File: src/rtl/regfile_bypass.sv
// Two-read, one-write register file feeding the ALU operands, with same-cycle
// write-to-read bypass and a small Z/Ofl flag register captured from the ALU.
module regfile_bypass #(
    parameter int WIDTH = 16,
    parameter int SEL_W = 3
) (
    input  logic             clk,
    input  logic             rst,
    input  logic [SEL_W-1:0] read1RegSel,
    input  logic [SEL_W-1:0] read2RegSel,
    input  logic [SEL_W-1:0] writeRegSel,
    input  logic [WIDTH-1:0] writeData,
    input  logic             write,
    input  logic             flagWrite,
    input  logic             aluZ,
    input  logic             aluOfl,
    output logic [WIDTH-1:0] read1Data,
    output logic [WIDTH-1:0] read2Data,
    output logic             flagZ,
    output logic             flagOfl
);

    localparam int NUM_REGS = 2 ** SEL_W;

    logic [WIDTH-1:0] regs [NUM_REGS];
    logic             write_live;
    logic             bypass1;
    logic             bypass2;

    // Each register decodes its own write strobe; R0 is ordinary storage.
    for (genvar g = 0; g < NUM_REGS; g++) begin : g_reg
        always_ff @(posedge clk) begin
            if (rst) begin
                regs[g] <= '0;
            end else if (write && (writeRegSel == SEL_W'(g))) begin
                regs[g] <= writeData;
            end
        end
    end

    always_ff @(posedge clk) begin
        if (rst) begin
            flagZ   <= 1'b0;
            flagOfl <= 1'b0;
        end else if (flagWrite) begin
            flagZ   <= aluZ;
            flagOfl <= aluOfl;
        end
    end

    // A write being discarded by reset must not leak through the bypass path.
    assign write_live = write && !rst;
    assign bypass1    = write_live && (read1RegSel == writeRegSel);
    assign bypass2    = write_live && (read2RegSel == writeRegSel);

    always_comb begin
        read1Data = regs[read1RegSel];
        read2Data = regs[read2RegSel];
        if (bypass1) begin
            read1Data = writeData;
        end
        if (bypass2) begin
            read2Data = writeData;
        end
    end

endmodule

File: config.mk
export PLATFORM = sky130hd
export DESIGN_NAME = regfile_bypass
export DESIGN_NICKNAME = d
export VERILOG_FILES = /design/src/rtl/regfile_bypass.sv
export SDC_FILE = /design/constraint.sdc
export NUM_CORES = 1
export LEC_CHECK = 0
export BUFFER_PORTS_ARGS = -buffer_cell sky130_fd_sc_hd__buf_2
export CORE_MARGIN = 1
export CORE_UTILIZATION = 25
export CTS_CLUSTER_SIZE = 12
export DETAILED_ROUTE_END_ITERATION = 10
export PLACE_DENSITY = 0.42
export SETUP_SLACK_MARGIN = 0.02
export SYNTH_ARGS = -nofsm -noshare
export SYNTH_HDL_FRONTEND = slang
export SYNTH_SLANG_ARGS = --single-unit
File: constraint.sdc
create_clock -name clk -period 2.4 [get_ports clk]
set_clock_uncertainty 0.2 [all_clocks]
set_input_delay 0.12 -clock clk [delete_from_list [all_inputs] [get_ports clk]]
set_output_delay 0.12 -clock clk [all_outputs]
set_load 0.005 [all_outputs]
==> impl_metrics.yaml <==
yosys:
  yosysUniqueCellTypes: 26
  synth_fp_nets: 490
  synth_top_area_share_pct: 50.74
  synth_edf_count: 128
  async_flop_share_pct: 0
  netlist_area_sq_um: 7575
  synthFlopType: "edfxtp_1"
  postSynthAreaPerCell_sq_um: 16.50
  yosysWarningCount: 0
  ys_ff_latch: 130
  ys_top_cells_by_area: "edfxtp_1 51%, mux4_1 21%, and2_1 11%, mux2_2 7.9%, mux2_4 2.2%"
  yosysTopAreaCell: "edfxtp_1"
  synth_seq_area_share_pct: 51.27
  postSynthCellCount: 459
finish:
  nFillCells: 2997
  final_area_sq_um: 9400
  final_cell_mix: "128 x and2_1, 128 x edfxtp_1, 58 x buf_2"
  drive_gt1_share_pct: 40.45
  instances_no_fill: 971
  nets: 599
  syn2layout_area_growth_pct: 24.10
  n_antenna_cell: 0
grt:
  grt_pass1_wl_um: 32880
  grt_pass1_vias: 4944
  grt_max_degree: 28
  antenna_found_initial: 1
  gr-total-overflow: 0
  track_usage_pct: 15.21
die:
  fp.dieW_um: 176.1
  io-pin-count: 65
  die_h_um: 176.1
  core_sq_um: 29720
  die_area_sq_um: 31000
  initial_core_util_pct: 25.49
  placementRows: 63
sta:
  rsz0062_at_grt: "yes"
  min_period_ns: 2.373
  drv_slew: 0
  finalSetupViolCount: 0
  period_share_pct: 98.89
  worst_slew_pin_slew_ns: 0.9493
  max_clock_freq_mhz: 421.4
  hold_violations: 0
  slew_headroom_pct: 36.48
clock_network:
  cts_root_buffer: "clkbuf_16"
  cts_tree: "done"
  clockBufferDepth: 2
  clkLatencyLatePin_ns: 0.41
  cts_made_buffers: 17
  h-tree-depth: 4
  clkTransAtPathRegs_ns: 0.06
  cts.sinks: 130
detailed_routing:
  viasPerCell: 4.732
  num_vias: 4595
  wire_per_inst_um: 23.44
  first_pass_iters: 5
  postRouteAntennaNets: 0
  detail_route.iter0.violations: 224
  drt-total-wl_um: 22760
  route.detailed.drc: 0
place:
  place_hpwl_um: 14960
  place.gp.congestion: 0.7421
  placed_cells: 917
  io_buffers: 64
  placed_area_sq_um: 8611
power_and_ir_drop:
  power_mw: 6.224
  cellPowerDensity_nw_per_um2: 662.1
  p_leak_nw: 3.566
  vdd_drop_max_mv: 0.3792
critical_path:
  arrival_ns: 2.05
  critical_path.max_fanout: 2
  critPathLaunchType: "flip-flop"
  worstSetupPathType: "reg -> out"
  cp.required_ns: 2.08
  rrSetupSlack_ns: 0.49
  worstSetupEndpointType: "primary output"
outcome:
  status: "completed"
min_path:
  hold_class: "in -> reg"
flow_run:
  maxCapViolations: 0
-- layout make-up --
type,instances,area [sq um],area share [%]
clock buffer,18,429.2,4.565
clock inverter,14,140.1,1.491
inverter,2,7.507,0.07986
multi-input combinational,293,3451,36.71
sequential,130,3884,41.31
tap,390,488.0,5.191
timing repair buffer,124,1001,10.65
-- synthesized netlist by cell type, types with 3 or more instances --
master	number
and2_1	128
edfxtp_1	128
mux4_1	60
mux2_2	53
clkbuf_1	18
mux2_4	11
buf_6	9
nor2_1	9
buf_2	6
xnor2_1	6
a31o_2	4
mux4_2	4
o21bai_1	3
-- what timing repair did --
item / CTS / global route
gates resized for setup: 8 / 38
endpoints found under the hold margin: 130 / 0
setup buffers: 0 / 0
hold buffers: 22 / 0
endpoints found under the setup margin: 9 / 24
cloned: 0 / 0
-- final timing paths --
| check | start | cells past startpoint | end |
|---|---|---|---|
| max | regs[6][0] | 4 | read2Data[0] |
| min | write | 2 | regs[4][12] |
| max reg2reg | flagOfl | 4 | flagOfl |
| min reg2reg | flagZ | 4 | flagZ |
-- report_power, final --
part           switching, mW  internal [mW]
logic                  0.416          0.545
clock network           1.02           1.52
registers             0.0743           2.65
total                   1.51           4.71
-- critical path, cell delays in order (launching register included) --
cell and delay (ns):
edfxtp_1 0.42, mux4_1 0.53, mux2_2 0.29, mux2_2 0.26, buf_2 0.13
-- flip-flops by register name, indices dropped and copies added, names as in the netlist --
register	count
flagOfl	1
regs	128
flagZ	1
-- per-layer routing --
layer  global-route usage, %  vias up  wire [um]
li1                        -     2029          -
met1                   19.05     2425       9901
met2                   26.62      128      11800
met3                   3.381       11        921
met4                   3.261        2        116
met5                       0        -         17
-- cells by family (layout without fill, tap and decap cells) --
kind of cell           Yosys count  in the layout  synth area share, %
AND/OR/NAND/NOR                149            149                12.03
multiplexers                   130            130                32.33
flip-flops                     130            130                51.27
buffers and inverters           36            158                2.825
AO/OA/AOI/OAI                    8              8               0.8589
XOR/XNOR                         6              6               0.6938
-- stage by stage --
step / TNS, ns / worst slack (ns) / hold slack [ns] / utilization [%]
floorplan: 0 / 0.5486 / 0.06720 / -
global placement: 0 / 0.2344 / 0.1585 / 28.98
detailed placement: 0 / 0.2271 / 0.1857 / 28.98
CTS: 0 / 0.006159 / 0.1478 / 31.56
global route: -0.1038 / -0.01897 / 0.1466 / 31.63
finish: 0 / 0.02673 / 0.1577 / 31.63
Power figures use the tool's default switching activity.
